[src/rtl/vector_op_sequencer.sv]
// Vector instruction sequencer: walks element groups LANES at a time, driving masks and strobes.
// Optional VSEQ_PERF_EN adds saturating busy/stall cycle counters.
module vector_op_sequencer #(
  parameter int NUM_ELEMS = 16,
  parameter int LANES     = 4,
  parameter int IDX_W     = 4
) (
  input  logic             clk,
  input  logic             rst_n,
  input  logic             instr_valid,
  output logic             instr_ready,
  input  logic             RegW_in,
  input  logic             MemW_in,
  input  logic             MemToReg_in,
  input  logic [2:0]       ALUControl_in,
  input  logic [3:0]       Rd_in,
  input  logic [IDX_W:0]   vlen_in,
  output logic [IDX_W-1:0] elem_idx,
  output logic [LANES-1:0] lane_mask,
  output logic [2:0]       alu_ctrl,
  output logic [3:0]       rd_out,
  output logic             reg_we,
  output logic             mem_req,
  output logic             mem_we,
  input  logic             mem_ack,
  output logic             busy,
  output logic             done,
  output logic [1:0]       dbg_state
`ifdef VSEQ_PERF_EN
  ,
  output logic [31:0]      perf_busy_cycles,
  output logic [31:0]      perf_stall_cycles
`endif
);

  typedef enum logic [1:0] {S_IDLE, S_EXEC, S_MEM_WAIT, S_DONE} state_t;

  localparam logic [IDX_W:0] LANES_C = (IDX_W+1)'(LANES);
  localparam logic [IDX_W:0] NUM_C   = (IDX_W+1)'(NUM_ELEMS);

  state_t           r_state, w_next_state;
  logic [IDX_W:0]   r_remaining;
  logic [IDX_W-1:0] r_elem_idx;
  logic             r_regw, r_memw, r_memtoreg;
  logic [2:0]       r_alu;
  logic [3:0]       r_rd;

  logic [IDX_W:0]   w_vlen_clamp;
  logic             w_accept, w_advance, w_last;
  logic [LANES-1:0] w_mask;

  assign w_vlen_clamp = (vlen_in > NUM_C) ? NUM_C : vlen_in;
  assign w_accept     = (r_state == S_IDLE) && instr_valid;
  assign w_advance    = (r_state == S_EXEC) || ((r_state == S_MEM_WAIT) && mem_ack);
  assign w_last       = (r_remaining <= LANES_C);

  always_comb begin
    w_mask = '0;
    for (int i = 0; i < LANES; i++) begin
      w_mask[i] = ((IDX_W+1)'(i) < r_remaining);
    end
  end

  always_ff @(posedge clk or negedge rst_n) begin
    if (!rst_n) r_state <= S_IDLE;
    else        r_state <= w_next_state;
  end

  always_comb begin
    w_next_state = r_state;
    case (r_state)
      S_IDLE: begin
        if (instr_valid) begin
          if (w_vlen_clamp == '0)          w_next_state = S_DONE;
          else if (MemW_in || MemToReg_in) w_next_state = S_MEM_WAIT;
          else                             w_next_state = S_EXEC;
        end
      end
      S_EXEC:     if (w_last) w_next_state = S_DONE;
      S_MEM_WAIT: if (mem_ack && w_last) w_next_state = S_DONE;
      S_DONE:     w_next_state = S_IDLE;
      default:    w_next_state = S_IDLE;
    endcase
  end

  always_comb begin
    instr_ready = 1'b0;
    busy        = 1'b1;
    done        = 1'b0;
    lane_mask   = '0;
    reg_we      = 1'b0;
    mem_req     = 1'b0;
    mem_we      = 1'b0;
    case (r_state)
      S_IDLE: begin
        instr_ready = 1'b1;
        busy        = 1'b0;
      end
      S_EXEC: begin
        lane_mask = w_mask;
        reg_we    = r_regw;
      end
      S_MEM_WAIT: begin
        lane_mask = w_mask;
        mem_req   = 1'b1;
        mem_we    = r_memw;
        // A load writes back only once the data is returned.
        reg_we    = r_memtoreg && !r_memw && mem_ack;
      end
      S_DONE:  done = 1'b1;
      default: busy = 1'b0;
    endcase
  end

  // The last group leaves elem_idx on its base so it never wraps past the register.
  always_ff @(posedge clk or negedge rst_n) begin
    if (!rst_n) begin
      r_remaining <= '0;
      r_elem_idx  <= '0;
      r_regw      <= 1'b0;
      r_memw      <= 1'b0;
      r_memtoreg  <= 1'b0;
      r_alu       <= '0;
      r_rd        <= '0;
    end else if (w_accept) begin
      r_remaining <= w_vlen_clamp;
      r_elem_idx  <= '0;
      r_regw      <= RegW_in;
      r_memw      <= MemW_in;
      r_memtoreg  <= MemToReg_in;
      r_alu       <= ALUControl_in;
      r_rd        <= Rd_in;
    end else if (w_advance) begin
      if (w_last) begin
        r_remaining <= '0;
      end else begin
        r_remaining <= r_remaining - LANES_C;
        r_elem_idx  <= r_elem_idx + IDX_W'(LANES);
      end
    end
  end

  assign elem_idx  = r_elem_idx;
  assign alu_ctrl  = r_alu;
  assign rd_out    = r_rd;
  assign dbg_state = r_state;

`ifdef VSEQ_PERF_EN
  logic [31:0] r_perf_busy, r_perf_stall;

  always_ff @(posedge clk or negedge rst_n) begin
    if (!rst_n) begin
      r_perf_busy  <= '0;
      r_perf_stall <= '0;
    end else begin
      if ((r_state != S_IDLE) && (r_perf_busy != '1))
        r_perf_busy <= r_perf_busy + 32'd1;
      if ((r_state == S_MEM_WAIT) && !mem_ack && (r_perf_stall != '1))
        r_perf_stall <= r_perf_stall + 32'd1;
    end
  end

  assign perf_busy_cycles  = r_perf_busy;
  assign perf_stall_cycles = r_perf_stall;
`endif

endmodule

[config.mk]
export PLATFORM = sky130hd
export DESIGN_NAME = vector_op_sequencer
export DESIGN_NICKNAME = d
export VERILOG_FILES = /design/src/rtl/vector_op_sequencer.sv
export SDC_FILE = /design/constraint.sdc
export NUM_CORES = 1
export LEC_CHECK = 0
export ABC_AREA = 1
export BUFFER_PORTS_ARGS = -buffer_cell sky130_fd_sc_hd__buf_2
export CORE_ASPECT_RATIO = 0.8
export CORE_MARGIN = 1
export CORE_UTILIZATION = 44
export DETAILED_ROUTE_END_ITERATION = 10
export MAX_ROUTING_LAYER = met4
export PLACE_DENSITY_LB_ADDON = 0.2
export SKIP_LAST_GASP = 1
export SLEW_MARGIN = 10
export SYNTH_ARGS = -nofsm -noshare
export SYNTH_HDL_FRONTEND = slang
export SYNTH_SLANG_ARGS = --single-unit
[constraint.sdc]
create_clock -name clk -period 1.64 [get_ports clk]
set_input_delay 0.41 -clock clk [delete_from_list [all_inputs] [get_ports clk]]
set_output_delay 0.41 -clock clk [all_outputs]
set_load 0.1 [all_outputs]
# Word-level counts from Yosys, hierarchy flattened
# Cells that the tools add are included.
# word_totals
ff_bits	21
latchBits	0
mem_bits_rw	0
romBits	0
in_bits	19
output_inout_bits	23
n_memories	0
# op_classes
n_addsub	2
multipliers	0
div_mod_pow	0
n_lt_le_gt_ge	6
eq_ne	7
shift	0
n_mux	20
bitwise_logic	0
n_reduce_logical	14
# op_table
op	count
5-bit 2-to-1 mux	4
4-bit 2-to-1 mux	4
1-bit by 5-bit < comparator with 1-bit output (first input constant)	2
2-bit by 5-bit < comparator with 1-bit output (first input constant)	2
2-bit 2-to-1 mux	5
2-bit case mux with 4 select lines	1
2-bit inequality test (second input constant)	3
5-bit greater-than comparator (second input constant)	1
5-bit by 3-bit less-or-equal comparator with 1-bit output (second input constant)	1
1-bit logical AND	5
5-bit logical NOT	1
1-bit 2-to-1 mux	5
5-bit by 3-bit subtractor with 5-bit output (second input constant)	1
4-bit by 3-bit adder with 4-bit output (second input constant)	1
2-bit == test (second input constant)	2
3-bit AND reduction	1
2-bit by 1-bit == test with 1-bit output (second input constant)	1
2-bit logical NOT	1
1-bit logical OR	2
2-bit by 1-bit inequality test with 1-bit output (second input constant)	1
1-bit case mux with 2 select lines	1
2-bit AND reduction	1
2-bit nonzero test	1
2-bit OR reduction	1
1-bit logical NOT	1

# Logic depth before layout (Yosys ltp)
# depth
word_depth	6
mapped_depth	11
depth_no_buf	11

# Least setup slack after synthesis
# No wires, ideal clock.
# synth_timing
path_kind	reg2out
startpoint	register r_state[0] (netlist: dbg_state[0])
endpoint	output port lane_mask[2]
t_arrival_ps	4019
required_ps	1230
path_slack_ps	-2789
path_stages_with_launch	6
path_cell_list	dfrtp_1 inv_1 ha_1 inv_1 a31oi_1 o21a_1
# synth_via
elab_chain_cells	3
# synth_lines
element	line_no	rtl
start, declared	41	state_t r_state, w_next_state;
start signal, assigned	66	else r_state <= w_next_state;
2-bit by 1-bit == test with 1-bit output or 2-bit == test (tied branches)	94	case (r_state)
2-bit OR reduction (no source line) (*)	n/a	
4-bit 2-to-1 mux (*)	94	
end, declared	19	output logic [LANES-1:0] lane_mask,
# Mark *: on every way between the ends. The rest lies on a longest branch, timed or not.

# Worst setup path after layout
# layout_timing
startpoint	register r_state[0] (netlist: dbg_state[0])
endpoint	output port reg_we
# layout_via
elab_chain_cells	2
# layout_lines
element	line_no	rtl
2-bit == test or 2-bit by 1-bit == test with 1-bit output (tied branches)	94	
1-bit case mux with 2 select lines (*)	94	
end, declared	22	output logic reg_we,
# Marked as above.

==> metrics <==
post-synthesis cell type with the largest combined area sky130_fd_sc_hd__dfrtp_1; startpoint class of the critical path flop; Inserted Clock Buffers 3; Worst EP required ~1200 ps; 1st-pass router iterations 7; r2r endpoint r_remaining[2]$_DFFE_PN0P_; final setup slack of the worst path -539 ps; Reg2Reg Depth 13; IO Port Bufs 39; DRC violation count after routing 1; Mapped Cells 153; residual overflow from global routing 0; classification of the worst setup path flop to output pin; per-cell routed wire length 13.3 um; Worst-path clk slew ~110 ps; Site Rows 16; arrival time worst endpoint around 1800 ps; Max Clk Rate 459 MHz; final setup violating endpoints 28; number of nets at the end of the flow between 200 and 250; critical path endpoint category output pin; vias per cell roughly 4.7; number of H-tree branching levels 1; setup repair after global routing missed its margin yes; crit path time final between 2000 and 2500 ps; Worst Path Max Fanout 2; skew final roughly 2.5 ps; chip width 58.9 um; area delta synth->final 78.2%; number of routed nets with antenna violations 0; Antenna diodes 0; wire length of the first global-routing pass approximately 4700 um; violations in the final reports design-rule violations, negative setup slack; per-instance average area after synthesis 7.46 sq um; Routed WL between 3000 and 4000 um; Final Cycle Share 133%; post-detail-place hpwl between 2000 and 2500 um; largest net degree at the start of global routing 20; Hold-fix buffers, CTS 0; placed instance count ~240; Final Slew Violations 0; die area 0.00280 sq mm; dominant cells by area after synthesis sky130_fd_sc_hd__dfrtp_1 42%, sky130_fd_sc_hd__nand2_1 20%, sky130_fd_sc_hd__ha_1 7.7%; worst flop-to-flop path startpoint dbg_state[1]$_DFFE_PN0P_; result of the run finished with violations; worst hold slack after final layout 42.2 ps; fraction of synthesized cell area taken by the top area cell type 41.7%; via count of the first global-routing pass about 1100; fraction of final layout cells sized beyond drive strength 1 between 50% and 60%; CTS tree built; setup slack after placement -250 ps; Clk Tree Root Cell sky130_fd_sc_hd__clkbuf_4; delay of the slowest cell on the worst path around 510 ps; hold crit path type primary input to async pin; register bit count reported by yosys 19; Max Cap Violations 0; number of sinks driven by the clock tree 19; number of distinct library cells after synthesis 24; core outline area between 0.002 and 0.0025 sq mm; total global routing track utilization 23.5%; standard cell with the maximum stage delay on the critical path sky130_fd_sc_hd__dfrtp_4; placed standard-cell area 0.00180 sq mm; crit-path cells inv_4 > ha_4 > nand2_2 > or3b_4 > a21oi_4 > buf_12; clock latency on the worst-skew pair 290 ps; Starting Density between 40% and 50%; initial antenna violation count 0; synthesis warning total 0; global placer's final weighted congestion slightly above 0.8; Chip Height around 48 um; reg2reg setup slack -180 ps; initial DRC count 17; post-route non-filler standard cell count around 260; register area share after synthesis a little over two fifths; hold violation total from the final report 0; Clock Path Buffers 2; total via count in the routed design between 1000 and 1500; final non-filler cell area approximately 0.002 sq mm; num ports between 40 and 50; area of the mapped netlist about 0.0011 sq mm
cell type report:
cell class / count / area [sq um]
Sequential cell: 19 / 483
Clock inverter: 1 / 5.00
Inverter: 18 / 92.6
Tap cell: 36 / 45.0
Multi-Input combinational cell: 113 / 747
Fill cell: 155 / 409
Clock buffer: 3 / 22.5
Timing Repair Buffer: 66 / 638
Yosys cell counts (all sizes together):
master and n:
nand2 68, dfrtp 19, inv 18, nor2 12
a21oi 8, ha 7, nand3 5, o21ai 4
buf 3, or2 2, a31oi 1, clkbuf 1
conb 1, o21a 1, o31ai 1, or3b 1
xor2 1
layout by cell type (no fill, tap or decap), types with 2 or more instances in the layout:
cell / n
sky130_fd_sc_hd__nand2_1: 57
sky130_fd_sc_hd__buf_2: 27
sky130_fd_sc_hd__buf_4: 18
sky130_fd_sc_hd__dfrtp_1: 17
sky130_fd_sc_hd__buf_12: 15
sky130_fd_sc_hd__inv_1: 8
sky130_fd_sc_hd__nand2_2: 8
sky130_fd_sc_hd__nor2_1: 6
sky130_fd_sc_hd__buf_6: 6
sky130_fd_sc_hd__inv_4: 4
sky130_fd_sc_hd__nor2_2: 4
sky130_fd_sc_hd__inv_2: 3
sky130_fd_sc_hd__a21oi_4: 3
sky130_fd_sc_hd__nand3_2: 3
sky130_fd_sc_hd__a21oi_1: 3
sky130_fd_sc_hd__ha_4: 3
sky130_fd_sc_hd__ha_1: 3
sky130_fd_sc_hd__clkbuf_4: 3
sky130_fd_sc_hd__clkinvlp_4: 2
sky130_fd_sc_hd__nand2_4: 2
sky130_fd_sc_hd__nor2_4: 2
sky130_fd_sc_hd__a21oi_2: 2
sky130_fd_sc_hd__o21ai_1: 2
sky130_fd_sc_hd__nand3_1: 2
sky130_fd_sc_hd__conb_1: 2
sky130_fd_sc_hd__dfrtp_4: 2
worst max path at each step:
stage | from | end | slack, ps | depth (start not counted)
after floorplan | dbg_state[0]$_DFFE_PN0P_ | reg_we | -930 | 5
after global placement | dbg_state[0]$_DFFE_PN0P_ | reg_we | -210 | 6
after detailed placement | dbg_state[0]$_DFFE_PN0P_ | reg_we | -250 | 6
after CTS | dbg_state[0]$_DFFE_PN0P_ | reg_we | -550 | 6
after global routing | dbg_state[0]$_DFFE_PN0P_ | reg_we | -610 | 6
final | dbg_state[0]$_DFFE_PN0P_ | reg_we | -540 | 6
critical path, delay by kind of cell (launching register included):
| kind | cells | cell delay, ps |
|---|---|---|
| flops | 1 | 510 |
| simple gates | 2 | 430 |
| buf+inv | 2 | 260 |
| compound gates | 1 | 150 |
| fa+ha+maj | 1 | 140 |
repair_timing:
item                       CTS  global route
resized for setup            9            15
pin swaps                    4             3
setup buffers                3             8
setup endpoints to repair   17            19
state kept, by name (all words and copies together), names as in the netlist:
signal and flops:
alu_ctrl 3, dbg_state 2, elem_idx 2, r_memtoreg 1, r_memw 1, r_regw 1
r_remaining 5, rd_out 4
logic make-up after synthesis:
group,after synthesis,share of synthesized area [%]
xor gates and xnor gates,1,0.768
AOI/OAI and AO/OA,15,7.46
other,1,0.329
DFF,19,41.7
adders and majority gates,7,7.68
and+or+nand+nor,88,34.1
buffers and inverters,22,8.00
routing by layer:
metal  track usage (%)  share of wire, %  vias to the layer above
met3              2.43               3.2                        6
li1                  -                 -                      601
met4              1.43               1.7                        0
met5                 -                 0                        -
met2              43.9                54                       27
met1              29.5                41                      579
metrics by stage:
stage | util (%) | TNS [ps]
6_report | 83.2 | -6200
5_1_grt | 83.2 | -7900
4_1_cts | 77.9 | -3430
3_5_place_dp | 73.7 | -907
3_3_place_gp | 73.7 | -709
2_1_floorplan | - | -6240
Power is not shown: default switching activity piles up to over one toggle a cycle in this logic, so the estimate is an artifact.
